**src/rtl/fmul_issuer.sv**
```systemverilog
// Initiator for a single-precision multiplier: queues operand pairs, issues them one
// at a time, and returns results downstream in acceptance order.
module fmul_issuer #(
  parameter int FIFO_DEPTH = 4,
  parameter int TIMEOUT    = 255
) (
  input  logic        clk,
  input  logic        rst,
  input  logic [31:0] in_a,
  input  logic [31:0] in_b,
  input  logic        in_valid,
  output logic        in_ready,
  output logic [31:0] mul_din1,
  output logic [31:0] mul_din2,
  output logic        mul_din_rdy,
  input  logic [31:0] mul_dout,
  input  logic        mul_dout_rdy,
  output logic [31:0] res_data,
  output logic        res_valid,
  input  logic        res_ready,
  output logic        busy,
  output logic        err,
  output logic [15:0] done_cnt,
  output logic [2:0]  fsm_state
);

  localparam int AW = $clog2(FIFO_DEPTH);
  localparam int WW = $clog2(TIMEOUT + 1);
  localparam logic [AW:0]   DEPTH_C = (AW+1)'(FIFO_DEPTH);
  localparam logic [AW:0]   CNT_ONE = (AW+1)'(1);
  localparam logic [AW-1:0] PTR_ONE = AW'(1);
  localparam logic [WW-1:0] WAIT_ONE = WW'(1);
  localparam logic [WW-1:0] WAIT_LAST = WW'(TIMEOUT - 1);
  localparam logic [31:0]   QNAN = 32'h7FC0_0000;

  typedef enum logic [2:0] {
    ST_BOOT     = 3'd0,
    ST_IDLE     = 3'd1,
    ST_ISSUE    = 3'd2,
    ST_WAIT_RES = 3'd3,
    ST_HOLD     = 3'd4
  } state_t;

  state_t          state;
  logic            boot_cnt;
  logic [WW-1:0]   wait_cnt;
  logic [31:0]     mem_a [FIFO_DEPTH];
  logic [31:0]     mem_b [FIFO_DEPTH];
  logic [AW-1:0]   wr_ptr;
  logic [AW-1:0]   rd_ptr;
  logic [AW:0]     count;
  logic            full;
  logic            empty;
  logic            push;
  logic            pop;

  // in_ready depends only on local registers, never on res_ready.
  assign full      = (count == DEPTH_C);
  assign empty     = (count == '0);
  assign in_ready  = (state != ST_BOOT) && !full;
  assign push      = in_valid && in_ready;
  assign pop       = (state == ST_ISSUE);
  assign busy      = !((state == ST_IDLE) && empty);
  assign fsm_state = state;

  always_ff @(posedge clk) begin
    if (push) begin
      mem_a[wr_ptr] <= in_a;
      mem_b[wr_ptr] <= in_b;
    end
  end

  always_ff @(posedge clk or posedge rst) begin
    if (rst) begin
      wr_ptr <= '0;
      rd_ptr <= '0;
      count  <= '0;
    end else begin
      if (push) wr_ptr <= wr_ptr + PTR_ONE;
      if (pop)  rd_ptr <= rd_ptr + PTR_ONE;
      case ({push, pop})
        2'b10:   count <= count + CNT_ONE;
        2'b01:   count <= count - CNT_ONE;
        default: count <= count;
      endcase
    end
  end

  // The multiplier needs a cycle to settle after reset, so BOOT spans two cycles.
  always_ff @(posedge clk or posedge rst) begin
    if (rst) begin
      state       <= ST_BOOT;
      boot_cnt    <= 1'b0;
      wait_cnt    <= '0;
      mul_din_rdy <= 1'b0;
      mul_din1    <= '0;
      mul_din2    <= '0;
      res_valid   <= 1'b0;
      res_data    <= '0;
      err         <= 1'b0;
      done_cnt    <= '0;
    end else begin
      case (state)
        ST_BOOT: begin
          if (boot_cnt) state <= ST_IDLE;
          else          boot_cnt <= 1'b1;
        end
        ST_IDLE: begin
          if (!empty && !res_valid) begin
            state       <= ST_ISSUE;
            mul_din_rdy <= 1'b1;
            mul_din1    <= mem_a[rd_ptr];
            mul_din2    <= mem_b[rd_ptr];
          end
        end
        ST_ISSUE: begin
          mul_din_rdy <= 1'b0;
          wait_cnt    <= '0;
          state       <= ST_WAIT_RES;
        end
        ST_WAIT_RES: begin
          if (mul_dout_rdy) begin
            res_data  <= mul_dout;
            res_valid <= 1'b1;
            state     <= ST_HOLD;
          end else if (wait_cnt == WAIT_LAST) begin
            res_data  <= QNAN;
            res_valid <= 1'b1;
            err       <= 1'b1;
            state     <= ST_HOLD;
          end else begin
            wait_cnt <= wait_cnt + WAIT_ONE;
          end
        end
        ST_HOLD: begin
          if (res_valid && res_ready) begin
            res_valid <= 1'b0;
            done_cnt  <= done_cnt + 16'd1;
            state     <= ST_IDLE;
          end
        end
        default: state <= ST_BOOT;
      endcase
    end
  end

endmodule

```
**config.mk**
```make
export PLATFORM = sky130hd
export DESIGN_NAME = fmul_issuer
export DESIGN_NICKNAME = d
export VERILOG_FILES = /design/src/rtl/fmul_issuer.sv
export SDC_FILE = /design/constraint.sdc
export NUM_CORES = 1
export LEC_CHECK = 0
export BUFFER_PORTS_ARGS = -buffer_cell sky130_fd_sc_hd__buf_4
export CORE_MARGIN = 10
export CORE_UTILIZATION = 45
export DETAILED_ROUTE_END_ITERATION = 6
export GPL_TIMING_DRIVEN = 0
export PLACE_DENSITY = 0.66
export SYNTH_ARGS = -nofsm -noshare
export SYNTH_HDL_FRONTEND = slang
export SYNTH_SLANG_ARGS = --single-unit
```
**constraint.sdc**
```tcl
create_clock -name clk -period 13.5 [get_ports clk]
set_input_delay 4.05 -clock clk [delete_from_list [all_inputs] [get_ports clk]]
set_output_delay 4.05 -clock clk [all_outputs]
set_load 0.01 [all_outputs]
```
### Word level (Yosys, flattened, before mapping)

Memory sizes are Yosys's and may differ from the RTL's. A register that Yosys moved wholly into a read port is not among the register bits.
Cells that the tools add are included.

* memory bits (writable): 256
* word-level logic and storage cells: 79
* output and inout port bits: 120
* latch bits: 0
* bits in registers: 70
* memory bits (read-only): 0
* bits of input ports: 101
* memories: 2

Memory list
* mem_a: words 4, bits a word 32, read ports 1, clocked after memory_dff 1, wr ports 1, RTL line 47 `logic [31:0] mem_a [FIFO_DEPTH];`
* mem_b: words 4, bits a word 32, read ports 1, clocked after memory_dff 1, wr ports 1, RTL line 48 `logic [31:0] mem_b [FIFO_DEPTH];`

* $mul: 0
* bitwise logic cells: 1
* divide/modulo/power cells: 0
* muxes and demuxes: 20
* magnitude comparators: 0
* reduce and logical (&&, ||, !) cells: 25
* shift operators: 0
* $add $sub $neg: 6
* eq/ne operators: 14

Operators with widths (number)
* 32-bit two-way mux: 2
* 16-bit by 1-bit adder with 16-bit output, second input constant: 1
* 8-bit two-way mux: 2
* 8-bit one-hot mux with 2 select lines: 1
* 3-bit two-way mux: 5
* 3-bit one-hot mux with 5 select lines: 1
* 2-bit nonzero test: 5
* 3-bit AND reduction: 3
* 8-bit by 1-bit adder with 8-bit output, second input constant: 1
* 8-bit equality test, second input constant: 1
* 2-bit != test, second input constant: 4
* 2-bit AND reduction: 4
* 3-bit by 2-bit equality test with 1-bit output, second input constant: 2
* 3-bit equality test, second input constant: 2
* 3-bit zero test: 2
* 1-bit two-way mux: 6
* 3-bit one-hot mux with 2 select lines: 1
* 1-bit logical AND: 5
* 2-bit by 1-bit adder with 2-bit output, second input constant: 2
* 1-bit zero test: 4
* 1-bit one-hot mux with 2 select lines: 2
* 4-bit AND reduction: 1
* 3-bit by 1-bit adder with 3-bit output, second input constant: 1
* 3-bit by 1-bit equality test with 1-bit output, second input constant: 1
* other kinds (7): 7

### Logic depth before layout (Yosys ltp)

Gate-level depths: netlist of the first run.

* depth after elaboration: 6
* gate-level depth with buffers: 11
* gate-level depth less buffers: 10

### Worst setup path after synthesis of the first run

OpenSTA, ideal clock, no wires.

* path type: input to register
* from: input port in_valid
* to: memory mem_a[0][0] (enable)
* slack: 7476 ps
* library setup time: 429 ps
* stages on the path: 1
* data required time: 13071 ps
* arrival time: 5595 ps
* buffers on the path: 0
* path through: and3_1

* cells in the longest elaborated chain, start to end: 3

Ends and longest elaborated chain
* start, declared: RTL line 11 `input logic in_valid,`
* 1-bit logical AND: RTL line 61 `assign push = in_valid && in_ready;`
* 1-bit two-way mux: RTL line 67 `if (push) begin`
* 1-bit two-way mux (not written as such): RTL line 68 `mem_a[wr_ptr] <= in_a;`
* end, declared: RTL line 47

Every way passes these cells.

### Final worst setup path of the first run

* from: register state[1] (netlist: fsm_state[1])
* to: output port in_ready

* cells in the longest elaborated chain, start to end: 2

Ends and longest elaborated chain
* start, declared: RTL line 44 `state_t state;`
* start signal, assigned: RTL line 92 `state <= ST_BOOT;`
* start signal, assigned: RTL line 105 `if (boot_cnt) state <= ST_IDLE;`
* start signal, assigned: RTL line 110 `state <= ST_ISSUE;`
* 3-bit nonzero test: RTL line 60 `assign in_ready = (state != ST_BOOT) && !full;`
* 1-bit logical AND: RTL line 60
* end, declared: RTL line 12 `output logic in_ready,`

Every way passes these cells.

==> reports/results.txt, run 1 <==
Crit start category - flop
Netlist cell types - 51
WL/cell - 21.0 µm
Unrepaired setup endpoints after global routing - no
GRT Residual Overflow - 0
Slowest CP cell - a31oi_1
CP Capture Type - output pin
Num CTS Buffers - 42
CTS root buf - clkbuf_16
Most frequent cells after synthesis - 256 x edfxtp_1, 134 x dfrtp_1, 65 x mux2_2
CP Buf/Inv Count - 2
Final Wtd Congestion - 0.755
Syn_area_per_cell - 19.9 µm²
Hold WC Path Type - reg2reg
Number of inserted diodes - 0
Worst-path clk slew - 60 ps
Post-Route WL - 31.1 mm
Worst slew pin tran - 705 ps
Clock Sinks - 390
Port bufs - 220
CP cell instances - buf_2 > nor3_1 > a31oi_1 > buf_4
Async set-reset flop share out of synthesis - 34.4%
# H-tree levels - 2
Top cells by area, synth - edfxtp_1 52%, dfrtp_1 23%, mux4_2 9.8%
Hold buffers post-CTS - 0
Critical Path Max Stage Delay - 430 ps
Critical path class - reg2out
Most numerous cell in the Yosys netlist - edfxtp_1
Biggest area consumer among synthesized cells - edfxtp_1
Post-DP HPWL - 20.3 mm
Outcome - completed
PD cells - 219 nW/µm²
Core area - 32400 µm²
Layout Nets - 1118
CTS Buffer Depth - 3
Row cnt - 66
Max-cap violations - 0
Number of flops mapped to enable cells by yosys - 256
Ys Warns - 0
#FFs+latches synth - 390
Top cell type's share of synthesized area - 52.3%
P_leak - 7.14 nW
Post-CTS Setup Repair Bufs - 0
Die area - 40300 µm²
Peak VDD IR - 0.000138 V
Die Width - 201 µm
DR DRC count - 0
Fill cell count - 2539
Cells after Synth - 739
Endpoints failing setup - 0
Seq/Total Area, Yosys - 75.1%
Total power - 0.00403 W
Layout cell share with drive strength beyond 1 - 43.1%
DR iter-0 viols - 384
Ys flop type - edfxtp_1
Rel. slew slack - 53.0%
Drt pass-1 iters - 4
Post-CTS sizing - 0
Slew Viols, Final - 0
Area Overhead vs Synth - 25.2%
Syn_nets - 849
Vias in the first global route - 8417
Final setup skew - 15.3 ps
Min Clock Period, post-route - 5930 ps
Crit-path max FO - 10
Fin Setup TNS - 0 ps
Period utilization - 43.9%
ANT nets after route - 0
Ports - 221
Initial Util - 45.4%
Final hold violations - 0
Via density - 5.22
Die height - 201 µm
CP arrival - 1880 ps
Global Route Usage Sum - 15.5%
First-pass GRT wire length - 49.6 mm
Peak Freq - 169 MHz
Via count - 7728
Largest net degree at the start of global routing - 77
Post-Syn Area - 14700 µm²
CTS tree - done
Top delay family on crit path - buffers and inverters
WP data required - 9450 ps
Initial antenna violation count - 0
Worst-skew pair later-pin latency - 520 ps
cell usage in the layout, fill, tap and decap left out, types with 4 or more instances in the layout:
cell type / synthesis / layout
a22o_1: 23 / 23
dfrtp_1: 134 / 134
nand4_1: 4 / 4
mux2_2: 65 / 65
a21oi_1: 4 / 4
nor2_1: 5 / 5
o22a_1: 9 / 9
inv_1: 15 / 14
ha_1: 8 / 8
and3_4: 0 / 4
clkbuf_1: 8 / 23
o21ai_0: 5 / 5
buf_16: 0 / 5
mux4_2: 64 / 64
edfxtp_1: 256 / 256
clkinv_1: 0 / 4
nor3_1: 9 / 9
nand2_1: 23 / 23
buf_4: 10 / 230
clkbuf_16: 0 / 44
clkinv_2: 0 / 4
xor2_1: 10 / 10
buf_2: 11 / 11
xnor2_1: 10 / 10
nand3_1: 12 / 12
cell type report:
type	instances	area [µm²]	share of cell area, %
plain buffers	31	175	0.952
multi-input cells	303	3450	18.7
clock buffers	61	1180	6.44
repair buffers	225	1790	9.72
flip-flops and latches	390	11000	60.0
well taps	442	553	3.01
inverters	15	61.3	0.333
clock inverters	14	151	0.823
stage by stage:
step	std cells	cell area, µm²	worst slack [ps]	hold WS (ps)	utilization [%]
2_1_floorplan	739	14700	5870	430	-
3_3_place_gp	1401	16900	3640	448	52.2
5_1_grt	1481	18400	7430	506	56.8
4_1_cts	1481	18400	7550	485	56.8
6_report	1481	18400	7570	480	56.8
3_5_place_dp	1406	17100	7980	464	52.7
report_power, final:
part | switching [W] | total [W] | internal (W)
Clock | 0.000439 | 0.00111 | 0.000666
Sequential | 0.000144 | 0.00176 | 0.00162
Combinational | 0.000550 | 0.00117 | 0.000619
worst paths after layout:
| path | start | endpoint | slack (ps) | depth (start not counted) |
|---|---|---|---|---|
| worst max register to register | fsm_state[2]$_DFFE_PP0P_ | count[2]$_DFFE_PP0P_ | 11070 | 9 |
| min in group asynchronous | rst | done_cnt[7]$_DFFE_PP0P_ | 3590 | 2 |
| worst min register to register | done_cnt[15]$_DFFE_PP0P_ | done_cnt[15]$_DFFE_PP0P_ | 480 | 1 |
| max in group asynchronous | rst | mul_din1[21]$_DFFE_PP0P_ | 9080 | 3 |
| worst min-delay path | done_cnt[15]$_DFFE_PP0P_ | done_cnt[15]$_DFFE_PP0P_ | 480 | 1 |
| worst max-delay path | fsm_state[1]$_DFFE_PP0P_ | in_ready | 7570 | 4 |
routing by layer:
layer	up-vias	track usage (%)	share of wire, %	wire length, µm
li1	3471	-	-	-
met1	3990	20.0	43	13500
met2	223	25.5	49	15200
met3	44	4.36	6.2	1930
met4	0	3.71	1.7	518
met5	-	0	0	0
cell families after synthesis:
kind of cell	synth area share, %
AO/OA/AOI/OAI	2.84
XOR/XNOR	1.30
adder cells (fa/ha/maj)	0.817
buffers and inverters	1.57
flip-flops	75.1
multiplexers	14.9
AND/OR/NAND/NOR	3.50
state kept, by name, indices dropped and copies added, names as in the netlist:
name	cells
mem_b	128
rd_ptr	2
fsm_state	3
mul_din1	32
err	1
done_cnt	16
mem_a	128
count	3
boot_cnt	1
res_valid	1
mul_din_rdy	1
wr_ptr	2
mul_din2	32
wait_cnt	8
res_data	32
worst reg2reg max path, cell delays in order, from the launching register on:
cell and delay (ps):
dfrtp_1 490, nand2b_1 190, clkbuf_1 200, nor2_1 370, ha_1 260, inv_1 60
fa_1 370, xor2_1 150, nor2_1 110, xor2_1 150
(Power assumes the default switching activity.)
==> run 2, diff against run 1 <==
--- a/config.mk
+++ b/config.mk
@@ -10,7 +10,7 @@
 export CORE_UTILIZATION = 45
 export DETAILED_ROUTE_END_ITERATION = 6
 export GPL_TIMING_DRIVEN = 0
-export PLACE_DENSITY = 0.66
+export PLACE_DENSITY = 0.69
 export SYNTH_ARGS = -nofsm -noshare
 export SYNTH_HDL_FRONTEND = slang
 export SYNTH_SLANG_ARGS = --single-unit
==> constraint.sdc (replaced) <==
create_clock -name clk -period 5.3 [get_ports clk]
set_input_delay 1.59 -clock clk [delete_from_list [all_inputs] [get_ports clk]]
set_output_delay 1.59 -clock clk [all_outputs]
set_load 0.01 [all_outputs]
==> run 2 against run 1 <==
Compared with the run above: critical path depth unchanged; power rose to 2.5 times the previous value; sequential power rose to 2.5 times the previous value; clock-buffer cell count is 2 lower; worst setup slack got worse by 5700 ps; sequential share of layout area is 0.31 points higher; design area is 0.52% lower; global-route usage shrank 0.30 points; critical path type unchanged; largest cell class unchanged; largest power group unchanged.
==> reports/results.txt, run 2 (synthesis results as in run 1) <==
Die height - 201 µm (unchanged)
Placed Cells - 1406 (unchanged)
CP Capture Type - output pin (unchanged)
Num CTS Buffers - 40 (was 42)
Post-CTS sizing - 0 (unchanged)
R2R Setup Slk - 2750 ps (was 11070 ps)
Final Wtd Congestion - 0.762 (was 0.755)
Most frequent cells in the layout - 256 x edfxtp_1, 230 x buf_4, 134 x dfrtp_1, 65 x mux2_2, 64 x mux4_2 (unchanged)
HP Start - boot_cnt$_DFFE_PP0P_ (was done_cnt[15]$_DFFE_PP0P_)
CTS Buffer Depth - 3 (unchanged)
Peak VDD IR - 0.000297 V (was 0.000138 V)
Finished Cell Area - 18300 µm² (was 18400 µm²)
R2R Path Start - fsm_state[2]$_DFFE_PP0P_ (unchanged)
Vias in the first global route - 8131 (was 8417)
ANT nets after route - 0 (unchanged)
Commonest non-fill, non-tap cell in the layout - edfxtp_1 (unchanged)
DR DRC count - 0 (unchanged)
Die area - 40300 µm² (unchanged)
Worst-path clk slew - 60 ps (about the same)
Final setup skew - 24.0 ps (was 15.3 ps)
Period utilization - 65.6%
Initial antenna violation count - 2 (was 0)
CTS root buf - clkbuf_16 (unchanged)
Port bufs - 220 (unchanged)
Outcome - completed (unchanged)
Worst slew pin tran - 688 ps (was 705 ps)
Reg2Reg Depth - 9 (unchanged)
Drt pass-1 iters - 4 (unchanged)
WL/cell - 21.1 µm (was 21.0 µm)
Area Overhead vs Synth - 24.5% (was 25.2%)
Unrepaired setup endpoints after global routing - no (unchanged)
Hold EP - boot_cnt$_DFFE_PP0P_ (was done_cnt[15]$_DFFE_PP0P_)
Hold buffers post-CTS - 0 (unchanged)
Core area - 32400 µm² (unchanged)
Ports - 221 (unchanged)
First-pass GRT wire length - 48.1 mm (was 49.6 mm)
Initial Util - 45.4% (unchanged)
Global Route Usage Sum - 15.2% (was 15.5%)
CP arrival - 1890 ps (was 1880 ps)
Post-DP HPWL - 20.1 mm (was 20.3 mm)
Biggest regs - mem_a (128), mem_b (128) (unchanged)
P_leak - 7.09 nW (was 7.14 nW)
Worst-skew pair later-pin latency - 530 ps (was 520 ps)
FF-to-FF End - count[2]$_DFFE_PP0P_ (unchanged)
Post-CTS Setup Repair Bufs - 0 (unchanged)
Max-cap violations - 0 (unchanged)
Largest net degree at the start of global routing - 73 (was 77)
Layout cell share with drive strength beyond 1 - 43.3% (was 43.1%)
Clock Sinks - 390 (unchanged)
Crit-path max FO - 10 (unchanged)
Min Clock Period, post-route - 3480 ps
Layout Cells excl Fill - 1479 (was 1481)
Via density - 5.22 (about the same)
Fin util - 56.6% (was 56.8%)
Row cnt - 66 (unchanged)
WP data required - 3710 ps (was 9450 ps)
Via count - 7716 (was 7728)
Post-Route WL - 31.2 mm (was 31.1 mm)
Area after DPL - 17100 µm² (about the same)
PD cells - 553 nW/µm² (was 219 nW/µm²)
Slew Viols, Final - 0 (unchanged)
Rel. slew slack - 54.1% (was 53.0%)
Hold WC Path Type - reg2reg (unchanged)
Final hold violations - 0 (unchanged)
Die Width - 201 µm (unchanged)
Layout Nets - 1116 (was 1118)
Critical path class - reg2out (unchanged)
Crit start category - flop (unchanged)
GRT Residual Overflow - 0 (unchanged)
Number of inserted diodes - 0 (unchanged)
DR iter-0 viols - 309 (was 384)
CTS tree - done (unchanged)
Hold Path Stages - 1 (unchanged)
# H-tree levels - 2 (unchanged)
Peak Freq - 287 MHz
Endpoints failing setup - 0 (unchanged)
==> run 2: cell type report <==
| type | count | area [µm²] |
|---|---|---|
| sequential | 390 | 11000 |
| inverter | 15 | 61.3 |
| buffer | 31 | 175 |
| timing repair buffer | 225 | 1780 |
| clock buffer | 59 | 1110 |
| fill | 2522 | 14100 |
| tap | 442 | 553 |
| multi-input combinational | 303 | 3450 |
| clock inverter | 14 | 136 |
==> run 2: worst max path at each step <==
| stage | start | to | cells after the start | slack, ps |
|---|---|---|---|---|
| 6_report | fsm_state[0]$_DFFE_PP0P_ | busy | 4 | 1820 |
| 5_1_grt | fsm_state[0]$_DFFE_PP0P_ | busy | 4 | 1660 |
| 4_1_cts | fsm_state[0]$_DFFE_PP0P_ | busy | 4 | 1770 |
| 3_5_place_dp | in_valid | count[2]$_DFFE_PP0P_ | 9 | 2250 |
| 3_3_place_gp | rst | mul_din2[18]$_DFFE_PP0P_ | 2 | -2080 |
| 2_1_floorplan | rst | boot_cnt$_DFFE_PP0P_ | 1 | 130 |
==> run 2: routing by layer <==
layer  share of wire, %  vias to the layer above  GRT usage [%]  routed length (µm)
met2                 48                      233           24.8               15000
met3                7.5                       40           5.07                2350
met4                1.5                        4           3.19                 454
met5               0.11                        -              0                  34
met1                 43                     3986           19.5               13300
li1                   -                     3453              -                   -
==> run 2: critical path: stages, from the launching register on <==
cell	delay, ps
dfrtp_1	370
buf_2	200
clkbuf_1	380
nand3_1	230
buf_4	210
==> run 2: where the power goes <==
part | leakage [nW] | switching (W) | total (W) | internal (W)
Sequential | 3.96 | 0.000360 | 0.00448 | 0.00412
Clock | 0.612 | 0.00110 | 0.00266 | 0.00156
Combinational | 2.53 | 0.00141 | 0.00299 | 0.00158
Total | 7.09 | 0.00288 | 0.0101 | 0.00725
==> run 2: stage by stage <==
stage          total power, W  setup TNS, ps  hold slack (ps)  setup slack (ps)
2_1_floorplan         0.00626              0              430               127
3_3_place_gp          0.00753        -276410              445             -2080
3_5_place_dp          0.00761              0              450              2250
4_1_cts                0.0103              0              464              1770
5_1_grt                0.0107              0              491              1660
6_report               0.0101              0              462              1820
==> run 3, diff against run 2 <==
--- a/config.mk
+++ b/config.mk
@@ -5,12 +5,13 @@
 export SDC_FILE = /design/constraint.sdc
 export NUM_CORES = 1
 export LEC_CHECK = 0
+export ABC_AREA = 1
 export BUFFER_PORTS_ARGS = -buffer_cell sky130_fd_sc_hd__buf_4
 export CORE_MARGIN = 10
 export CORE_UTILIZATION = 45
 export DETAILED_ROUTE_END_ITERATION = 6
 export GPL_TIMING_DRIVEN = 0
-export PLACE_DENSITY = 0.69
+export PLACE_DENSITY = 0.66
 export SYNTH_ARGS = -nofsm -noshare
 export SYNTH_HDL_FRONTEND = slang
 export SYNTH_SLANG_ARGS = --single-unit
==> constraint.sdc (replaced) <==
create_clock -name clk -period 3.3 [get_ports clk]
set_input_delay 0.99 -clock clk [delete_from_list [all_inputs] [get_ports clk]]
set_output_delay 0.99 -clock clk [all_outputs]
set_load 0.01 [all_outputs]
==> run 3 against run 2 <==
Compared with the run above: critical path depth rose by 1; clock-buffer cell count fell by 6; clock skew fell by 7.4 ps; final cell count rose by 43%; wire length rose by 25%; synthesized cell count rose by 83%.
==> reports/results.txt, run 3 <==
Hold Slack - 466 ps (was 462 ps)
Post-Syn Area - 15400 µm² (was 14700 µm²)
Placed Cells - 2029 (was 1406)
Most frequent cells in the layout - 332 x nand2_1, 256 x edfxtp_1, 235 x buf_4, 225 x nor2_1, 160 x o21ai_0 (was 256 x edfxtp_1, 230 x buf_4, 134 x dfrtp_1, 65 x mux2_2, 64 x mux4_2)
Core area - 33600 µm² (was 32400 µm²)
Ys Warns - 0 (unchanged)
CTS root buf - clkbuf_16 (unchanged)
Seq/Total Area, Yosys - 71.8% (was 75.1%)
Hold WC Path Type - reg2reg (unchanged)
Post-Route WL - 39.0 mm (was 31.2 mm)
Layout cell share with drive strength beyond 1 - 21.8% (was 43.3%)
Peak VDD IR - 0.000493 V (was 0.000297 V)
Ports - 221 (unchanged)
Final hold violations - 0 (unchanged)
Vias in the first global route - 10879 (was 8131)
Clock Sinks - 390 (unchanged)
Hold buffers post-CTS - 0 (unchanged)
Die height - 205 µm (was 201 µm)
Unrepaired setup endpoints after global routing - no (unchanged)
CTS tree - done (unchanged)
Row cnt - 67 (was 66)
HP Start - boot_cnt$_DFFE_PP0P_ (unchanged)
Netlist cell types - 35 (was 51)
CTS Buffer Depth - 3 (unchanged)
Ys flop type - edfxtp_1 (unchanged)
Min Clock Period, post-route - 2630 ps
Metal3 WL - 3.02 mm (was 2.35 mm)
DR DRC count - 0 (unchanged)
Top cell type's share of synthesized area - 50.0% (was 52.3%)
Commonest non-fill, non-tap cell in the layout - nand2_1 (was edfxtp_1)
DR iter-0 viols - 719 (was 309)
Syn_area_per_cell - 11.4 µm² (was 19.9 µm²)
Most frequent cells after synthesis - 332 x nand2_1, 256 x edfxtp_1, 229 x nor2_1 (was 256 x edfxtp_1, 134 x dfrtp_1, 65 x mux2_2)
Endpoints failing setup - 0 (unchanged)
Cells after Synth - 1350 (was 739)
Worst-skew pair later-pin latency - 540 ps (was 530 ps)
M1 wire length - 16.5 mm (was 13.3 mm)
WP data required - 2310 ps (was 3710 ps)
Top layer in use - met5 (unchanged)
Most numerous cell in the Yosys netlist - nand2_1 (was edfxtp_1)
Period utilization - 79.8%
Total power - 0.0176 W (was 0.0101 W)
Layout Nets - 1735 (was 1116)
Worst slew pin tran - 941 ps (was 688 ps)
Largest net degree at the start of global routing - 41 (was 73)
# H-tree levels - 2 (unchanged)
Post-DP HPWL - 26.2 mm (was 20.1 mm)
Peak Freq - 380 MHz
Via density - 5.04 (was 5.22)
Post-CTS Setup Repair Bufs - 0 (unchanged)
Initial Util - 45.7% (was 45.4%)
Met2 WL - 18.6 mm (was 15.0 mm)
Port bufs - 220 (unchanged)
Initial antenna violation count - 2 (unchanged)
R2R Path Start - fsm_state[2]$_DFFE_PP0P_ (unchanged)
FF-to-FF End - mem_b[3][30]$_DFFE_PP_ (was count[2]$_DFFE_PP0P_)
Crit start category - flop (unchanged)
Global Route Usage Sum - 18.2% (was 15.2%)
WL/cell - 18.5 µm (was 21.1 µm)
Via count - 10626 (was 7716)
Number of flops mapped to enable cells by yosys - 256 (unchanged)
Critical path class - reg2out (unchanged)
Hold EP - boot_cnt$_DFFE_PP0P_ (unchanged)
Layout Cells excl Fill - 2108 (was 1479)
Hold Path Stages - 2 (was 1)
#FFs+latches synth - 390 (unchanged)
ANT nets after route - 0 (unchanged)
Top cells by area, synth - edfxtp_1 50%, dfrtp_1 22%, nand2_1 8.1% (was edfxtp_1 52%, dfrtp_1 23%, mux4_2 9.8%)
Final Wtd Congestion - 0.806 (was 0.762)
Fill cell count - 2720 (was 2522)
Biggest regs - mem_a (128), mem_b (128) (unchanged)
Worst-path clk slew - 60 ps (about the same)
Biggest area consumer among synthesized cells - edfxtp_1 (unchanged)
Reg2Reg Depth - 7 (was 9)
Max-cap violations - 0 (unchanged)
Worst Setup SP - fsm_state[1]$_DFFE_PP0P_ (was fsm_state[0]$_DFFE_PP0P_)
P_leak - 8.10 nW (was 7.09 nW)
GRT Residual Overflow - 0 (unchanged)
CP arrival - 1640 ps (was 1890 ps)
Crit-path max FO - 5 (was 10)
Num CTS Buffers - 42 (was 40)
Drt pass-1 iters - 5 (was 4)
Slew Viols, Final - 0 (unchanged)
Outcome - completed (unchanged)
Post-CTS sizing - 0 (unchanged)
Final setup skew - 16.6 ps (was 24.0 ps)
Rel. slew slack - 37.1% (was 54.1%)
Die Width - 205 µm (was 201 µm)
CP Capture Type - output pin (unchanged)
First-pass GRT wire length - 60.5 mm (was 48.1 mm)
Area Overhead vs Synth - 26.0% (was 24.5%)
Syn_nets - 1460 (was 849)
Die area - 42000 µm² (was 40300 µm²)
PD cells - 911 nW/µm² (was 553 nW/µm²)
R2R Setup Slk - 790 ps (was 2750 ps)
Async set-reset flop share out of synthesis - 34.4% (unchanged)
run 3: layout make-up:
cell class / instances / area, µm² / share of cell area (%)
Buffer: 62 / 354 / 1.83
Clock inverter: 25 / 399 / 2.06
Tap cell: 448 / 561 / 2.89
Multi-Input combinational cell: 848 / 3820 / 19.7
Sequential cell: 390 / 11000 / 57.0
Timing Repair Buffer: 231 / 1880 / 9.70
Antenna cell: 1 / 2.50 / 0.0129
Inverter: 50 / 194 / 1.00
Clock buffer: 53 / 1120 / 5.79
run 3: critical path, cell delays in order, from the launching register on:
cell	delay (ps)
dfrtp_1	450
nor2_2	210
nand2_1	130
nand2_1	90
inv_1	70
buf_4	150
run 3: power breakdown:
group / internal (W) / switching [W]
sequential: 0.00650 / 0.000495
clock: 0.00321 / 0.00193
combinational: 0.00209 / 0.00343
run 3: worst max path at each step:
stage | end | depth (start not counted)
6_report | in_ready | 5
5_1_grt | in_ready | 5
4_1_cts | in_ready | 5
3_5_place_dp | mem_b[3][30]$_DFFE_PP_ | 4
3_3_place_gp | mem_b[3][30]$_DFFE_PP_ | 3
2_1_floorplan | mem_a[0][0]$_DFFE_PP_ | 2
run 3: metrics by stage:
step                      util [%]  setup TNS (ps)  instance area (µm²)  setup slack, ps
final                         57.6               0                19400              667
after global routing          57.6               0                19400              559
after CTS                     57.6               0                19400              634
after detailed placement      53.1               0                17800              618
after global placement        52.3         -880050                17600            -3380
after floorplan                  -         -247590                15400             -967
run 3: cell families (layout without fill, tap and decap cells):
kind of cell | after synthesis | after routing | share of synthesized area [%]
AO/OA/AOI/OAI | 219 | 219 | 7.34
XOR/XNOR | 15 | 15 | 0.855
adder cells (fa/ha/maj) | 9 | 9 | 0.781
buffers and inverters | 112 | 421 | 3.54
flip-flops | 390 | 390 | 71.8
other | 0 | 1 | 0
AND/OR/NAND/NOR | 605 | 605 | 15.7
run 3: metal layers:
metal	global-route usage (%)	vias up
met5	0	-
met4	5.00	2
met3	5.01	63
met2	30.5	301
met1	22.7	5172
li1	-	5088
